$ cat config.mk
export PLATFORM = sky130hd
export DESIGN_NAME = fetch_stage
export DESIGN_NICKNAME = d
export VERILOG_FILES = /design/src/rtl/fetch_stage.sv
export SDC_FILE = /design/constraint.sdc
export NUM_CORES = 1
export LEC_CHECK = 0
export CAP_MARGIN = 20
export CORE_MARGIN = 8
export CORE_UTILIZATION = 50
export CTS_CLUSTER_SIZE = 25
export DETAILED_ROUTE_END_ITERATION = 7
export PLACE_DENSITY = 0.76
export SLEW_MARGIN = 20
export SYNTH_ARGS = -nofsm -noshare
export SYNTH_HDL_FRONTEND = slang
export SYNTH_SLANG_ARGS = --single-unit
$ cat constraint.sdc
create_clock -name clk -period 2.75 [get_ports clk]
set_input_delay 0.6875 -clock clk [delete_from_list [all_inputs] [get_ports clk]]
set_output_delay 0.6875 -clock clk [all_outputs]
set_load 0.01 [all_outputs]
$ cat src/rtl/fetch_stage.sv
// Instruction-fetch stage with IF/ID pipeline register for the pipelined LC-3b core.
// Holds the PC and fetches from the I-cache with a read/resp handshake.
// A one-entry buffer holds a word that arrives while decode is stalled.
// A redirect that arrives during a miss waits for the outstanding response,
// discards it, and then fetches from the latest target.
module fetch_stage #(
  parameter logic [15:0] RESET_PC = 16'h0000
) (
  input  logic        clk,
  input  logic        rst_n,
  input  logic        stall,
  input  logic        redirect,
  input  logic [15:0] redirect_pc,
  output logic        imem_read,
  output logic [15:0] imem_address,
  input  logic        imem_resp,
  input  logic [15:0] imem_rdata,
  output logic [15:0] instruction,
  output logic [15:0] pc_out,
  output logic [15:0] pc_plus2_out,
  output logic        valid_out
);

  typedef enum logic [1:0] {
    FETCH = 2'd0,
    HOLD  = 2'd1,
    KILL  = 2'd2
  } state_e;

  state_e      state_q, state_d;
  logic [15:0] pc_q, pc_d;
  logic [15:0] tgt_q, tgt_d;
  logic [15:0] buf_ins_q, buf_ins_d;
  logic [15:0] buf_pc_q, buf_pc_d;
  logic [15:0] ins_q, ins_d;
  logic [15:0] ifpc_q, ifpc_d;
  logic [15:0] ifpc2_q, ifpc2_d;
  logic        valid_q, valid_d;

  logic        accept;
  logic [15:0] rpc;
  logic [15:0] pc_inc;

  // Targets are halfword aligned; the low bit is ignored.
  assign rpc    = {redirect_pc[15:1], 1'b0};
  assign pc_inc = pc_q + 16'd2;
  assign accept = !stall || !valid_q;

  assign imem_read    = (state_q != HOLD);
  assign imem_address = pc_q;
  assign instruction  = ins_q;
  assign pc_out       = ifpc_q;
  assign pc_plus2_out = ifpc2_q;
  assign valid_out    = valid_q;

  // Next-state logic: the redirect is checked first so that it takes priority over accept.
  always_comb begin
    state_d   = state_q;
    pc_d      = pc_q;
    tgt_d     = tgt_q;
    buf_ins_d = buf_ins_q;
    buf_pc_d  = buf_pc_q;
    ins_d     = ins_q;
    ifpc_d    = ifpc_q;
    ifpc2_d   = ifpc2_q;
    valid_d   = valid_q;

    unique case (state_q)
      FETCH: begin
        if (redirect) begin
          valid_d = 1'b0;
          if (imem_resp) begin
            pc_d = rpc;
          end else begin
            // The request cannot be aborted, so keep the address stable and
            // remember where to resume.
            tgt_d   = rpc;
            state_d = KILL;
          end
        end else if (imem_resp) begin
          pc_d = pc_inc;
          if (accept) begin
            ins_d   = imem_rdata;
            ifpc_d  = pc_q;
            ifpc2_d = pc_inc;
            valid_d = 1'b1;
          end else begin
            buf_ins_d = imem_rdata;
            buf_pc_d  = pc_q;
            state_d   = HOLD;
          end
        end
      end
      HOLD: begin
        if (redirect) begin
          valid_d = 1'b0;
          pc_d    = rpc;
          state_d = FETCH;
        end else if (accept) begin
          ins_d   = buf_ins_q;
          ifpc_d  = buf_pc_q;
          ifpc2_d = buf_pc_q + 16'd2;
          valid_d = 1'b1;
          state_d = FETCH;
        end
      end
      KILL: begin
        if (redirect) begin
          tgt_d   = rpc;
          valid_d = 1'b0;
        end
        if (imem_resp) begin
          pc_d    = redirect ? rpc : tgt_q;
          state_d = FETCH;
        end
      end
      default: begin
        state_d = FETCH;
      end
    endcase
  end

  // State and pipeline registers, with asynchronous reset.
  always_ff @(posedge clk or negedge rst_n) begin
    if (!rst_n) begin
      state_q   <= FETCH;
      pc_q      <= RESET_PC;
      tgt_q     <= '0;
      buf_ins_q <= '0;
      buf_pc_q  <= '0;
      ins_q     <= '0;
      ifpc_q    <= '0;
      ifpc2_q   <= '0;
      valid_q   <= 1'b0;
    end else begin
      state_q   <= state_d;
      pc_q      <= pc_d;
      tgt_q     <= tgt_d;
      buf_ins_q <= buf_ins_d;
      buf_pc_q  <= buf_pc_d;
      ins_q     <= ins_d;
      ifpc_q    <= ifpc_d;
      ifpc2_q   <= ifpc2_d;
      valid_q   <= valid_d;
    end
  end

endmodule

==> flow_metrics.py, run 1 <==
metrics = {
    "route": {
        "vias": 4686,
        "drt-initial-drc-count": 408,
        "first_pass_iters": 4,
        "drc_errors": 0,
        "antenna_left": 0,
        "routed_wl_um": 14770,
        "viasPerCell": 5.666,
        "wl_per_cell_um": 17.85,
    },
    "logic_synthesis": {
        "synth_cell_types": 55,
        "ys_warn_count": 0,
        "yosys.area.top_type_share": 0.4749,
        "synth_top_area_cell": "dfrtp_1",
        "synth_nets": 616,
        "async_reset_ff_frac": 1.000,
        "avgSynthCellArea_sq_um": 10.48,
        "netlist_instances": 573,
        "synth.top_cells.by_area": "dfrtp_1 47%, mux2_2 9.6%, mux2i_1 7.3%",
        "synth-edff-count": 0,
        "ys_seq_area_frac": 0.4749,
        "synth-seq-cells": 114,
        "ys.flop_type": "dfrtp_1",
        "synth_area_sq_um": 6007,
    },
    "floorplan": {
        "num_rows": 40,
        "initial_core_util": 0.5064,
        "pin_count": 103,
        "dieArea_sq_um": 15780,
        "die_h_um": 125.6,
        "dieWidth_um": 125.6,
        "core_sq_um": 11860,
    },
    "global_route": {
        "grt_usage": 0.1959,
        "gr-total-overflow": 0,
        "grt_pass1_wl_um": 24760,
        "grt_pass1_vias": 4787,
        "grt_max_degree": 42,
        "antenna_found_initial": 0,
    },
    "timing": {
        "slew_headroom": 0.4202,
        "tightest_slew_ps": 867.1,
        "period_needed_ps": 2617,
        "hold_slack_ps": 242.1,
        "fmax_mhz": 382.1,
        "fin_crit_sh": 0.9518,
        "skew_ps": 6.035,
        "hold_viol": 0,
        "drv_slew": 0,
        "setup_viol": 0,
        "finalWorstSetupSlack_ps": 132.6,
        "grt_setup_unrepaired": "no",
        "final.setup.tns_ps": 0,
    },
    "clock_network": {
        "cts-htree-levels": 4,
        "cts_made_buffers": 17,
        "cts_tree": "yes",
        "clk_latency_ps": 420,
        "cts_sinks": 114,
        "clk_pin_slew_ps": 50,
        "cts_max_path_buffers": 2,
        "cts_root_buf": "clkbuf_16",
        "ctsHoldBuffers": 0,
    },
    "finish": {
        "antenna_cells": 0,
        "final_util": 0.6551,
        "fill_cells": 930,
        "nets": 710,
        "finalNonFillerCells": 827,
        "final_cell_mix": "114 x dfrtp_1, 100 x clkdlybuf4s50_1, 78 x nand2_1",
        "syn2layout_area_growth_pct": 29.35,
        "final_area_sq_um": 7770,
        "drive_gt1_frac": 0.1765,
        "mostFrequentLayoutCell": "dfrtp_1",
    },
    "flow_run": {
        "cap_viol_max_count": 0,
    },
    "placed_design": {
        "hpwlAfterDp_um": 10540,
        "placedInstanceArea_sq_um": 7114,
        "port-buffer-count": 101,
        "placed_cells": 795,
        "place.gp.congestion": 0.8510,
        "pre_cts_slack_ps": 258.5,
    },
    "critical_path": {
        "critical_path_class": "reg2out",
        "worstPathMaxFanout": 8,
        "cp.arrival_ps": 1930,
        "critPathCaptureType": "output port",
        "startpoint_type": "register",
        "crit_required_ps": 2060,
    },
    "pwr": {
        "power_frac_comb": 0.394,
        "netSwitchingFraction": 0.3553,
        "power_density_nw_per_um2": 1194,
        "p_leak_nw": 3.233,
        "intPower_mw": 5.982,
        "ir_drop_mv": 0.5237,
        "seqPwrFrac": 0.347,
        "p_clk_frac": 0.260,
        "p_switching_mw": 3.297,
        "power_mw": 9.279,
    },
    "status": {
        "outcome": "finished, final reports clean",
    },
    "hold_path": {
        "hold_path.class": "in2async",
    },
}
sequential cells by signal, indices dropped and copies added, names as in the netlist, 2 cells and up:
name,cells
pc_plus2_out,15
buf_ins_q,16
buf_pc_q,16
tgt_q,16
instruction,16
state_q,2
pc_out,16
imem_address,16
path summary, 6_finish.rpt:
path / startpoint / endpoint / slack (ps) / depth (start not counted)
worst min register to register: pc_plus2_out[13] / pc_plus2_out[13] / 470 / 2
worst max-delay path: state_q[1] / imem_read / 130 / 4
worst max register to register: state_q[1] / instruction[7] / 330 / 8
min in group clk: pc_plus2_out[13] / pc_plus2_out[13] / 470 / 2
worst min-delay path: rst_n / pc_out[10] / 240 / 1
max in group asynchronous: rst_n / pc_plus2_out[6] / 1930 / 2
power by group through the flow:
| stage | clock network [mW] | registers [mW] | logic (mW) |
|---|---|---|---|
| floorplan | 0 | 3.12 | 2.21 |
| global placement | 0 | 3.17 | 3.55 |
| detailed placement | 0 | 3.23 | 3.65 |
| CTS | 2.45 | 3.21 | 3.69 |
| global route | 2.53 | 3.34 | 4.01 |
| finish | 2.41 | 3.22 | 3.65 |
critical path, stage by stage, from the launching register on:
cell and delay, ps:
dfrtp_1 420, inv_1 120, ha_2 220, clkinvlp_4 200
clkdlybuf4s50_1 540
cell type report:
class	instances	area (sq um)	area share
multi-input combinational	406	2846	0.3663
clock buffer	19	442.9	0.05700
inverter	8	33.78	0.004348
timing repair buffer	120	1201	0.1546
sequential	114	2853	0.3672
tap	147	183.9	0.02367
clock inverter	13	209.0	0.02689
routing by layer:
metal  track usage  wire (um)  vias up
met3       0.06160        929       24
met4       0.06519        207        0
met1        0.2456       6699     2273
li1              -          -     2230
met2        0.3147       6929      159
met5             0          0        -
cell families (layout without fill, tap and decap cells):
kind of cell | after synthesis | count (layout) | synth area share
buf+inv | 53 | 160 | 0.05291
flops | 114 | 114 | 0.4749
simple gates | 159 | 159 | 0.1304
fa+ha+maj | 6 | 6 | 0.01250
xor+xnor | 25 | 25 | 0.03645
mux | 96 | 96 | 0.1708
compound gates | 120 | 120 | 0.1221
what timing repair did:
action / 4_1_cts / 5_1_grt
buffers inserted: 0 / 0
gates resized for setup: 0 / 1
setup endpoints to repair: 0 / 1
Yosys cell counts (3+ instances only):
| library cell | count |
|---|---|
| a211oi_1 | 3 |
| a21oi_1 | 29 |
| a221o_1 | 4 |
| a22oi_1 | 8 |
| a31oi_1 | 8 |
| buf_2 | 16 |
| buf_4 | 7 |
| clkbuf_1 | 11 |
| clkbuf_2 | 4 |
| clkbuf_8 | 6 |
| dfrtp_1 | 114 |
| ha_1 | 6 |
| inv_1 | 6 |
| mux2_2 | 51 |
| mux2i_1 | 44 |
| nand2_1 | 78 |
| nand3_1 | 11 |
| nand4_1 | 11 |
| nor2_1 | 25 |
| nor3_1 | 12 |
| nor4_1 | 3 |
| nor4_2 | 3 |
| o21ai_0 | 46 |
| o22a_1 | 5 |
| xnor2_1 | 9 |
| xor2_1 | 16 |
No activity file was read; power rests on OpenSTA's default activity.
==> inputs of run 2 (changes only) <==
--- a/config.mk
+++ b/config.mk
@@ -5,6 +5,7 @@
 export SDC_FILE = /design/constraint.sdc
 export NUM_CORES = 1
 export LEC_CHECK = 0
+export ABC_AREA = 1
 export CAP_MARGIN = 20
 export CORE_MARGIN = 8
 export CORE_UTILIZATION = 50
==> flow_metrics.py, run 2 <==
metrics = {
    "global_route": {
        "grt_max_degree": 58,
        "antenna_found_initial": 0,
        "gr-total-overflow": 0,
        "grt_pass1_vias": 5359,
        "grt_pass1_wl_um": 26500,
        "grt_usage": 0.2053,
    },
    "timing": {
        "slew_headroom": 0.4685,
        "grt_setup_unrepaired": "no",
        "final.setup.tns_ps": 0,
        "drv_slew": 0,
        "fin_crit_sh": 0.8917,
        "tightest_slew_ps": 797.3,
        "hold_viol": 0,
        "fmax_mhz": 407.8,
        "setup_viol": 0,
        "finalWorstSetupSlack_ps": 297.9,
        "period_needed_ps": 2452,
        "skew_ps": 11.66,
    },
    "finish": {
        "mostFrequentLayoutCell": "nand2_1",
        "final_cell_mix": "240 x nand2_1, 114 x dfrtp_1, 100 x clkdlybuf4s50_1",
        "syn2layout_area_growth_pct": 29.31,
        "antenna_cells": 0,
        "nets": 890,
        "drive_gt1_frac": 0.07800,
        "final_area_sq_um": 7711,
    },
    "clock_network": {
        "cts_max_path_buffers": 2,
        "cts_sinks": 114,
        "cts_tree": "yes",
        "clk_latency_ps": 410,
        "cts-htree-levels": 4,
        "post-cts-setup-buffer-count": 0,
        "cts_made_buffers": 17,
        "ctsHoldBuffers": 0,
        "cts_resized": 0,
        "clk_pin_slew_ps": 50,
        "cts_root_buf": "clkbuf_16",
    },
    "route": {
        "viasPerCell": 5.421,
        "met2_length_um": 7743,
        "drt-initial-drc-count": 477,
        "first_pass_iters": 7,
        "routed_wl_um": 15950,
        "wl_per_cell_um": 15.86,
        "top_layer_used": "met4",
        "vias": 5454,
        "drt-met1-wl_um": 7052,
        "antenna_left": 0,
        "drc_errors": 0,
        "met3_wirelength_um": 993,
    },
    "logic_synthesis": {
        "avgSynthCellArea_sq_um": 7.919,
        "synth_top_area_cell": "dfrtp_1",
        "netlist_instances": 753,
        "yosys.area.top_type_share": 0.4784,
        "synth_area_sq_um": 5963,
        "synth_cell_types": 39,
        "ys_warn_count": 0,
        "synth.top_cells.by_area": "dfrtp_1 48%, nand2_1 15%, nand3_1 3.9%",
        "ys_seq_area_frac": 0.4784,
        "async_reset_ff_frac": 1.000,
        "synth_common_cells": "240 x nand2_1, 114 x dfrtp_1, 60 x nor2_1",
        "synth_nets": 796,
        "synth-edff-count": 0,
        "ys.flop_type": "dfrtp_1",
        "synth-seq-cells": 114,
        "yosysMostFrequentCell": "nand2_1",
    },
    "pwr": {
        "power_mw": 9.752,
        "ir_drop_mv": 0.4095,
        "intPower_mw": 5.953,
        "p_switching_mw": 3.798,
        "seqPwrFrac": 0.325,
        "p_clk_frac": 0.239,
        "netSwitchingFraction": 0.3895,
        "power_frac_comb": 0.436,
        "power_density_nw_per_um2": 1265,
        "p_leak_nw": 3.483,
    },
    "critical_path": {
        "startpoint_type": "register",
        "worstPathMaxFanout": 4,
        "cp.arrival_ps": 1760,
        "critPathCaptureType": "output port",
        "critical_path_class": "reg2out",
        "crit_required_ps": 2060,
    },
    "floorplan": {
        "dieWidth_um": 125.2,
        "pin_count": 103,
        "num_rows": 40,
        "dieArea_sq_um": 15680,
        "core_sq_um": 11810,
        "initial_core_util": 0.5049,
        "die_h_um": 125.2,
    },
    "status": {
        "outcome": "finished, final reports clean",
    },
    "flow_run": {
        "cap_viol_max_count": 0,
    },
    "hold_path": {
        "hold_path.class": "in2async",
    },
    "placed_design": {
        "pre_cts_slack_ps": 299.2,
        "placedInstanceArea_sq_um": 7076,
        "place.gp.congestion": 0.8624,
        "hpwlAfterDp_um": 11130,
        "port-buffer-count": 101,
    },
}
-- run 2: cell type report --
class / count / area [sq um]
fillers: 935 / 4100
flip-flops and latches: 114 / 2853
multi-input cells: 540 / 2671
repair buffers: 113 / 1136
clock buffers: 21 / 480.5
inverters: 61 / 231.5
well taps: 147 / 183.9
clock inverters: 10 / 155.1
-- run 2: final timing paths --
| kind | start | to | slack, ps | cells past startpoint |
|---|---|---|---|---|
| worst max-delay path | state_q[1] | imem_read | 300 | 4 |
| min in group clk | pc_plus2_out[11] | pc_plus2_out[11] | 480 | 2 |
| worst max register to register | state_q[1] | imem_address[13] | 530 | 9 |
| max in group asynchronous | rst_n | pc_out[7] | 1830 | 2 |
| worst min-delay path | rst_n | buf_ins_q[10] | 230 | 1 |
| worst min register to register | pc_plus2_out[11] | pc_plus2_out[11] | 480 | 2 |
-- run 2: metal layers --
metal / global-route usage / vias up
met3: 0.05397 / 16
li1: - / 2663
met4: 0.06662 / 0
met2: 0.3391 / 212
met5: 0 / -
met1: 0.2568 / 2563
-- run 2: logic make-up after synthesis --
family,Yosys count,synth area share
compound gates,136,0.1274
simple gates,376,0.2677
fa+ha+maj,6,0.01259
xor+xnor,6,0.01007
buf+inv,99,0.07365
flops,114,0.4784
mux,16,0.03021
-- run 2: power groups by stage --
stage	sequential, mW	clock, mW	combinational (mW)
final	3.17	2.33	4.25
after global placement	3.12	0	4.07
after floorplan	3.22	0	2.41
after CTS	3.15	2.35	4.26
after detailed placement	3.17	0	4.19
after global routing	3.27	2.42	4.74
-- run 2: per-stage QoR --
step	cells	utilization	hold slack [ps]
2_1_floorplan	753	-	391.9
4_1_cts	1006	0.6529	231.3
3_3_place_gp	975	0.5990	465.0
5_1_grt	1006	0.6529	248.2
3_5_place_dp	975	0.5990	466.5
6_report	1006	0.6529	225.2
-- run 2: critical path, cell delays in order, from the launching register on --
cell and delay (ps):
dfrtp_1 380, inv_1 90, ha_1 240, inv_2 100
clkdlybuf4s50_1 540
